--- src/rtl/dcache_controller.sv ---
`default_nettype none
// ============================================================================
// Module   : dcache_controller
// Function : Data cache controller with zero-latency hits, dirty-victim
//            writeback, line refill and a sticky memory timeout flag.
// Revision : 1.0
// ============================================================================
module dcache_controller #(
   parameter int MEM_LAT_MAX = 1023
) (
   input  logic         clk_i,
   input  logic         rst_i,
   input  logic         cpu_req_i,
   input  logic         cpu_we_i,
   input  logic [31:0]  cpu_addr_i,
   input  logic [31:0]  cpu_data_i,
   output logic [31:0]  cpu_data_o,
   output logic         cpu_stall_o,
   output logic         sram_enable_o,
   output logic         sram_write_o,
   output logic [3:0]   sram_addr_o,
   output logic [24:0]  sram_tag_o,
   output logic [255:0] sram_data_o,
   input  logic         sram_hit_i,
   input  logic [24:0]  sram_tag_i,
   input  logic [255:0] sram_data_i,
   output logic         mem_enable_o,
   output logic         mem_write_o,
   output logic [31:0]  mem_addr_o,
   output logic [255:0] mem_data_o,
   input  logic [255:0] mem_data_i,
   input  logic         mem_ack_i,
   output logic [15:0]  miss_cnt_o,
   output logic [15:0]  wb_cnt_o,
   output logic         timeout_o
);

   localparam int                  c_WAIT_W   = $clog2(MEM_LAT_MAX + 1);
   localparam logic [c_WAIT_W-1:0] c_LAT_MAX  = c_WAIT_W'(MEM_LAT_MAX);
   localparam logic [c_WAIT_W-1:0] c_LAT_LAST = c_WAIT_W'(MEM_LAT_MAX - 1);

   typedef enum logic [2:0] {
      S_IDLE      = 3'd0,
      S_MISS      = 3'd1,
      S_WRITEBACK = 3'd2,
      S_REFILL    = 3'd3,
      S_UPDATE    = 3'd4
   } state_t;

   state_t              r_state;
   logic [26:0]         r_line_addr;
   logic [24:0]         r_victim_tag;
   logic [255:0]        r_victim_line;
   logic [255:0]        r_refill_line;
   logic                r_mem_en;
   logic                r_mem_we;
   logic [31:0]         r_mem_addr;
   logic [255:0]        r_mem_data;
   logic [15:0]         r_miss_cnt;
   logic [15:0]         r_wb_cnt;
   logic [c_WAIT_W-1:0] r_wait;
   logic                r_timeout;

   logic [22:0]  w_tag;
   logic [3:0]   w_index;
   logic [2:0]   w_word;
   logic         w_ack;
   logic         w_waiting;
   logic [255:0] w_wr_line;
   logic         w_unused;

   assign w_tag    = cpu_addr_i[31:9];
   assign w_index  = cpu_addr_i[8:5];
   assign w_word   = cpu_addr_i[4:2];
   assign w_unused = &{1'b0, cpu_addr_i[1:0]};

   // An ack only counts while a memory transaction is actually being presented.
   assign w_ack     = mem_ack_i & r_mem_en;
   assign w_waiting = ((r_state == S_WRITEBACK) || (r_state == S_REFILL)) && !w_ack;

   assign mem_enable_o = r_mem_en;
   assign mem_write_o  = r_mem_we;
   assign mem_addr_o   = r_mem_addr;
   assign mem_data_o   = r_mem_data;
   assign miss_cnt_o   = r_miss_cnt;
   assign wb_cnt_o     = r_wb_cnt;
   assign timeout_o    = r_timeout;

   always_comb begin
      w_wr_line = sram_data_i;
      w_wr_line[32*w_word +: 32] = cpu_data_i;
   end

   // Array-side and CPU-side outputs; forced quiet while reset is asserted.
   always_comb begin
      sram_enable_o = 1'b0;
      sram_write_o  = 1'b0;
      sram_addr_o   = '0;
      sram_tag_o    = '0;
      sram_data_o   = '0;
      cpu_stall_o   = 1'b0;
      cpu_data_o    = '0;
      if (!rst_i) begin
         case (r_state)
            S_IDLE: begin
               if (cpu_req_i) begin
                  sram_enable_o = 1'b1;
                  sram_addr_o   = w_index;
                  sram_tag_o    = {2'b10, w_tag};
                  if (sram_hit_i) begin
                     cpu_data_o = sram_data_i[32*w_word +: 32];
                     if (cpu_we_i) begin
                        sram_write_o = 1'b1;
                        sram_data_o  = w_wr_line;
                        sram_tag_o   = {2'b11, w_tag};
                     end
                  end else begin
                     cpu_stall_o = 1'b1;
                  end
               end
            end
            S_UPDATE: begin
               sram_enable_o = 1'b1;
               sram_write_o  = 1'b1;
               sram_addr_o   = r_line_addr[3:0];
               sram_tag_o    = {2'b10, r_line_addr[26:4]};
               sram_data_o   = r_refill_line;
               cpu_stall_o   = 1'b1;
            end
            default: begin
               cpu_stall_o = 1'b1;
            end
         endcase
      end
   end

   always_ff @(posedge clk_i or posedge rst_i) begin
      if (rst_i) begin
         r_state       <= S_IDLE;
         r_line_addr   <= '0;
         r_victim_tag  <= '0;
         r_victim_line <= '0;
         r_refill_line <= '0;
         r_mem_en      <= 1'b0;
         r_mem_we      <= 1'b0;
         r_mem_addr    <= '0;
         r_mem_data    <= '0;
         r_miss_cnt    <= '0;
         r_wb_cnt      <= '0;
      end else begin
         case (r_state)
            S_IDLE: begin
               if (cpu_req_i && !sram_hit_i) begin
                  r_line_addr   <= cpu_addr_i[31:5];
                  r_victim_tag  <= sram_tag_i;
                  r_victim_line <= sram_data_i;
                  if (r_miss_cnt != 16'hFFFF) begin
                     r_miss_cnt <= r_miss_cnt + 16'd1;
                  end
                  r_state <= S_MISS;
               end
            end
            S_MISS: begin
               r_mem_en <= 1'b1;
               if (r_victim_tag[24] && r_victim_tag[23]) begin
                  r_mem_we   <= 1'b1;
                  r_mem_addr <= {r_victim_tag[22:0], r_line_addr[3:0], 5'b0};
                  r_mem_data <= r_victim_line;
                  r_state    <= S_WRITEBACK;
               end else begin
                  r_mem_we   <= 1'b0;
                  r_mem_addr <= {r_line_addr, 5'b0};
                  r_state    <= S_REFILL;
               end
            end
            S_WRITEBACK: begin
               if (w_ack) begin
                  r_mem_en <= 1'b0;
                  r_mem_we <= 1'b0;
                  if (r_wb_cnt != 16'hFFFF) begin
                     r_wb_cnt <= r_wb_cnt + 16'd1;
                  end
                  r_state <= S_REFILL;
               end
            end
            S_REFILL: begin
               // Arriving from a writeback, enable is low for one idle cycle first.
               if (!r_mem_en) begin
                  r_mem_en   <= 1'b1;
                  r_mem_we   <= 1'b0;
                  r_mem_addr <= {r_line_addr, 5'b0};
               end else if (w_ack) begin
                  r_mem_en      <= 1'b0;
                  r_refill_line <= mem_data_i;
                  r_state       <= S_UPDATE;
               end
            end
            S_UPDATE: begin
               r_state <= S_IDLE;
            end
            default: begin
               r_state <= S_IDLE;
            end
         endcase
      end
   end

   always_ff @(posedge clk_i or posedge rst_i) begin
      if (rst_i) begin
         r_wait    <= '0;
         r_timeout <= 1'b0;
      end else if (!w_waiting) begin
         r_wait <= '0;
      end else begin
         if (r_wait != c_LAT_MAX) begin
            r_wait <= r_wait + 1'b1;
         end
         if (r_wait == c_LAT_LAST) begin
            r_timeout <= 1'b1;
         end
      end
   end

endmodule
`default_nettype wire

--- config.mk ---
export PLATFORM = sky130hd
export DESIGN_NAME = dcache_controller
export DESIGN_NICKNAME = d
export VERILOG_FILES = /design/src/rtl/dcache_controller.sv
export SDC_FILE = /design/constraint.sdc
export NUM_CORES = 2
export LEC_CHECK = 0
export ABC_AREA = 1
export BUFFER_PORTS_ARGS = -buffer_cell sky130_fd_sc_hd__buf_2
export CORE_AREA = 2 2 486 488
export DETAILED_ROUTE_END_ITERATION = 10
export DIE_AREA = 0 0 488 490
export SYNTH_ARGS = -nofsm -noshare
export SYNTH_HDL_FRONTEND = slang
export SYNTH_SLANG_ARGS = --single-unit
--- constraint.sdc ---
create_clock -name clk_i -period 38.2 [get_ports clk_i]
set_input_delay 7.64 -clock clk_i [delete_from_list [all_inputs] [get_ports clk_i]]
set_output_delay 7.64 -clock clk_i [all_outputs]
set_load 0.03 [all_outputs]
==> impl_metrics.env <==
export IMPL_core_region_area_sq_mm=0.234
export IMPL_end_kind="primary output"
export IMPL_yosysSeqAreaShare_pct=49.7
export IMPL_cts_sinks=895
export IMPL_crit_family="buffers and inverters"
export IMPL_top_usage_layer="met1"
export IMPL_dr_pass1_iters=7
export IMPL_fin_ws_ns=18.17
export IMPL_drc=0
export IMPL_netlist_area_leader_share_pct=49.7
export IMPL_r2r_slack_ns=34.29
export IMPL_cts_tree="yes"
export IMPL_grt_met2_usage_pct=35.1
export IMPL_drt_wl_total_um=327000
export IMPL_period_minus_slack_ns=20.03
export IMPL_critPathSlowestCell="inv_1"
export IMPL_power_density_mw_per_mm2=73.1
export IMPL_ff_latch_area_sq_mm=0.0224
export IMPL_drv_cap=0
export IMPL_setup_tns_ns=0
export IMPL_drt_iter0_drc=6564
export IMPL_status="completed"
export IMPL_cp_cell_sequence="buf_2 > buf_4 > nor2_1 > nand2_4 > buf_4 > nand2_1 > buf_4 > inv_1 > nand2_1 > nand3_1 > a21oi_1 > buf_2"
export IMPL_irDropWorstVdd_mv=0.0457
export IMPL_avgSynthCellArea_sq_um=7.25
export IMPL_htree_levels=3
export IMPL_yosys_area_top_type="dfrtp_1"
export IMPL_fillCellCount=26500
export IMPL_initial_core_util_pct=19.3
export IMPL_layout_nets=7837
export IMPL_min_period_over_period_pct=52.4
export IMPL_critPathRequiredTime_ns=30.56
export IMPL_area_growth_pct=28.8
export IMPL_drtAntennaViolNets=0
export IMPL_finalSetupViolations=0
export IMPL_track_usage_pct=26.2
export IMPL_hold_violations=0
export IMPL_ys_ff_latch=895
export IMPL_vias=48700
export IMPL_yosysWarnings=0
export IMPL_place_ws_ns=18.39
export IMPL_leakage_nw=30.1
export IMPL_rsz0062_at_grt="no"
export IMPL_dpl_hpwl_um=268000
export IMPL_syn_area_sq_mm=0.0451
export IMPL_cpMostUsedCell="buf_4"
export IMPL_die_w_um=488
export IMPL_path_buf_inv=6
export IMPL_grt_pass1_wl_um=416000
export IMPL_crit_path_start_kind="input port"
export IMPL_worstPathArrival_ns=12.39
export IMPL_slew_headroom_pct=19.5
export IMPL_grt_met3_usage_pct=11.4
export IMPL_antenna_found_initial=246
export IMPL_max_freq_ghz=0.0499
export IMPL_multi_input_area_sq_mm=0.0185
export IMPL_netlist_top_cells_area="dfrtp_1 50%, nand2_1 20%, o21ai_0 7.6%"
export IMPL_final_common_cell="nand2_1"
export IMPL_wire_per_inst_um=30.8
export IMPL_ios=1250
export IMPL_cts_max_path_buffers=3
export IMPL_grt_ovfl_total=0
export IMPL_slew_violations=0
export IMPL_placementRows=178
export IMPL_critical_path_class="in -> out"
export IMPL_die_h_um=490
export IMPL_hold_buffers=0
export IMPL_numPortBuffers=1242
export IMPL_cts_setup_buffers=0
export IMPL_ys_types=30
export IMPL_globalplace_congestion=1.01
export IMPL_cts_resized=0
export IMPL_vias_per_cell=4.60
export IMPL_fin_skew_ns=0.0431
export IMPL_use_met1_pct=35.3
export IMPL_drive_gt1_share_pct=20.8
export IMPL_worstMarginPinSlew_ns=1.21
export IMPL_cts_buffers=108
export IMPL_hp_class="reg -> reg"
export IMPL_clkTransAtPathRegs_ns=0.06
export IMPL_grt_pass1_vias=43300
export IMPL_synth_cells=6218
export IMPL_ctsRootBufferMaster="clkbuf_16"
export IMPL_critPathMaxFanout=100
export IMPL_final_cell_mix="2,366 x nand2_1, 1,240 x buf_2, 895 x dfrtp_1"
export IMPL_grt_max_degree=214
export IMPL_clock_latency_ns=0.78
export IMPL_slowest_delay_ns=0.85
export IMPL_dieArea_sq_mm=0.239
==> registers in the layout, summed over array words and instances (netlist names), 3 cells and up <==
register and count:
mem_data_o 256, r_victim_tag 25, r_wait 10, wb_cnt_o 16
r_line_addr 27, mem_addr_o 27, miss_cnt_o 16, r_victim_line 256
r_state 3, r_refill_line 256
==> routing by layer <==
layer  up-vias  part of all wire [%]
met3       675                    13
met1     23100                    42
met5         -                  0.20
li1      21800                     -
met4       102                   6.3
met2      3028                    38
==> logic make-up (layout without fill, tap and decap cells) <==
kind of cell	after synthesis	count (layout)	synth area share (%)
other	1	135	0.00832
xor gates and xnor gates	16	16	0.311
DFF	895	895	49.7
adders and majority gates	10	10	0.277
and+or+nand+nor	3114	3114	27.8
buffers and inverters	1062	2150	9.37
AOI/OAI and AO/OA	1120	1120	12.5
==> path summary, 6_finish.rpt <==
check	depth (start not counted)	start	to
max	12	cpu_addr_i[4]	sram_data_o[125]
min	2	r_refill_line[72]	r_refill_line[72]
max reg2reg	8	r_victim_tag[24]	mem_data_o[186]
min reg2reg	2	r_refill_line[72]	r_refill_line[72]
max in group asynchronous	5	rst_i	mem_data_o[172]
min in group asynchronous	2	rst_i	r_refill_line[236]
==> Yosys cell counts, drive strengths merged <==
cell,count
or2,2
xor2,5
inv,626
o211ai,1
a31oi,1
a21oi,412
clkinv,2
and3,1
nand3b,1
o21bai,1
clkbuf,241
conb,1
buf,193
ha,10
o21ai,683
nand3,569
dfrtp,895
nor3,3
nand2,2368
o22ai,22
xnor2,11
nand4,46
nor2,124
==> tightest hold or removal path: cells and delay by family (launching register included) <==
| kind | cells | cell delay (ns) |
|---|---|---|
| DFF | 1 | 0.34 |
| and+or+nand+nor | 2 | 0.09 |
==> power breakdown <==
group | internal, mW | leakage, nW | total (mW) | switching (mW)
Combinational | 0.400 | 16.9 | 1.56 | 1.16
Clock | 0.619 | 1.77 | 1.07 | 0.456
Sequential | 1.38 | 11.5 | 1.61 | 0.232
Total | 2.40 | 30.1 | 4.25 | 1.85
==> through the flow <==
stage	utilization, %	hold slack, ns	instances	power [mW]	area (sq um)
finish	24.8	0.467	10600	4.25	58100
global route	24.7	0.482	10500	4.50	57800
CTS	24.7	0.472	10500	4.26	57800
detailed placement	23.1	0.458	10300	3.18	54100
global placement	23.1	0.453	10300	3.15	54100
floorplan	-	0.442	6222	2.54	45100
==> area by class of cell <==
class                           instances  share of cell area (%)
Multi-Input combinational cell       4265                    31.9
Timing Repair Buffer                 1322                    11.8
Sequential cell                       895                    38.6
Antenna cell                          130                   0.560
Inverter                              628                    4.10
Tap cell                             3150                    6.78
Clock inverter                         39                   0.879
Clock buffer                          161                    5.36
Note: power is estimated with default switching activity, not from simulation.
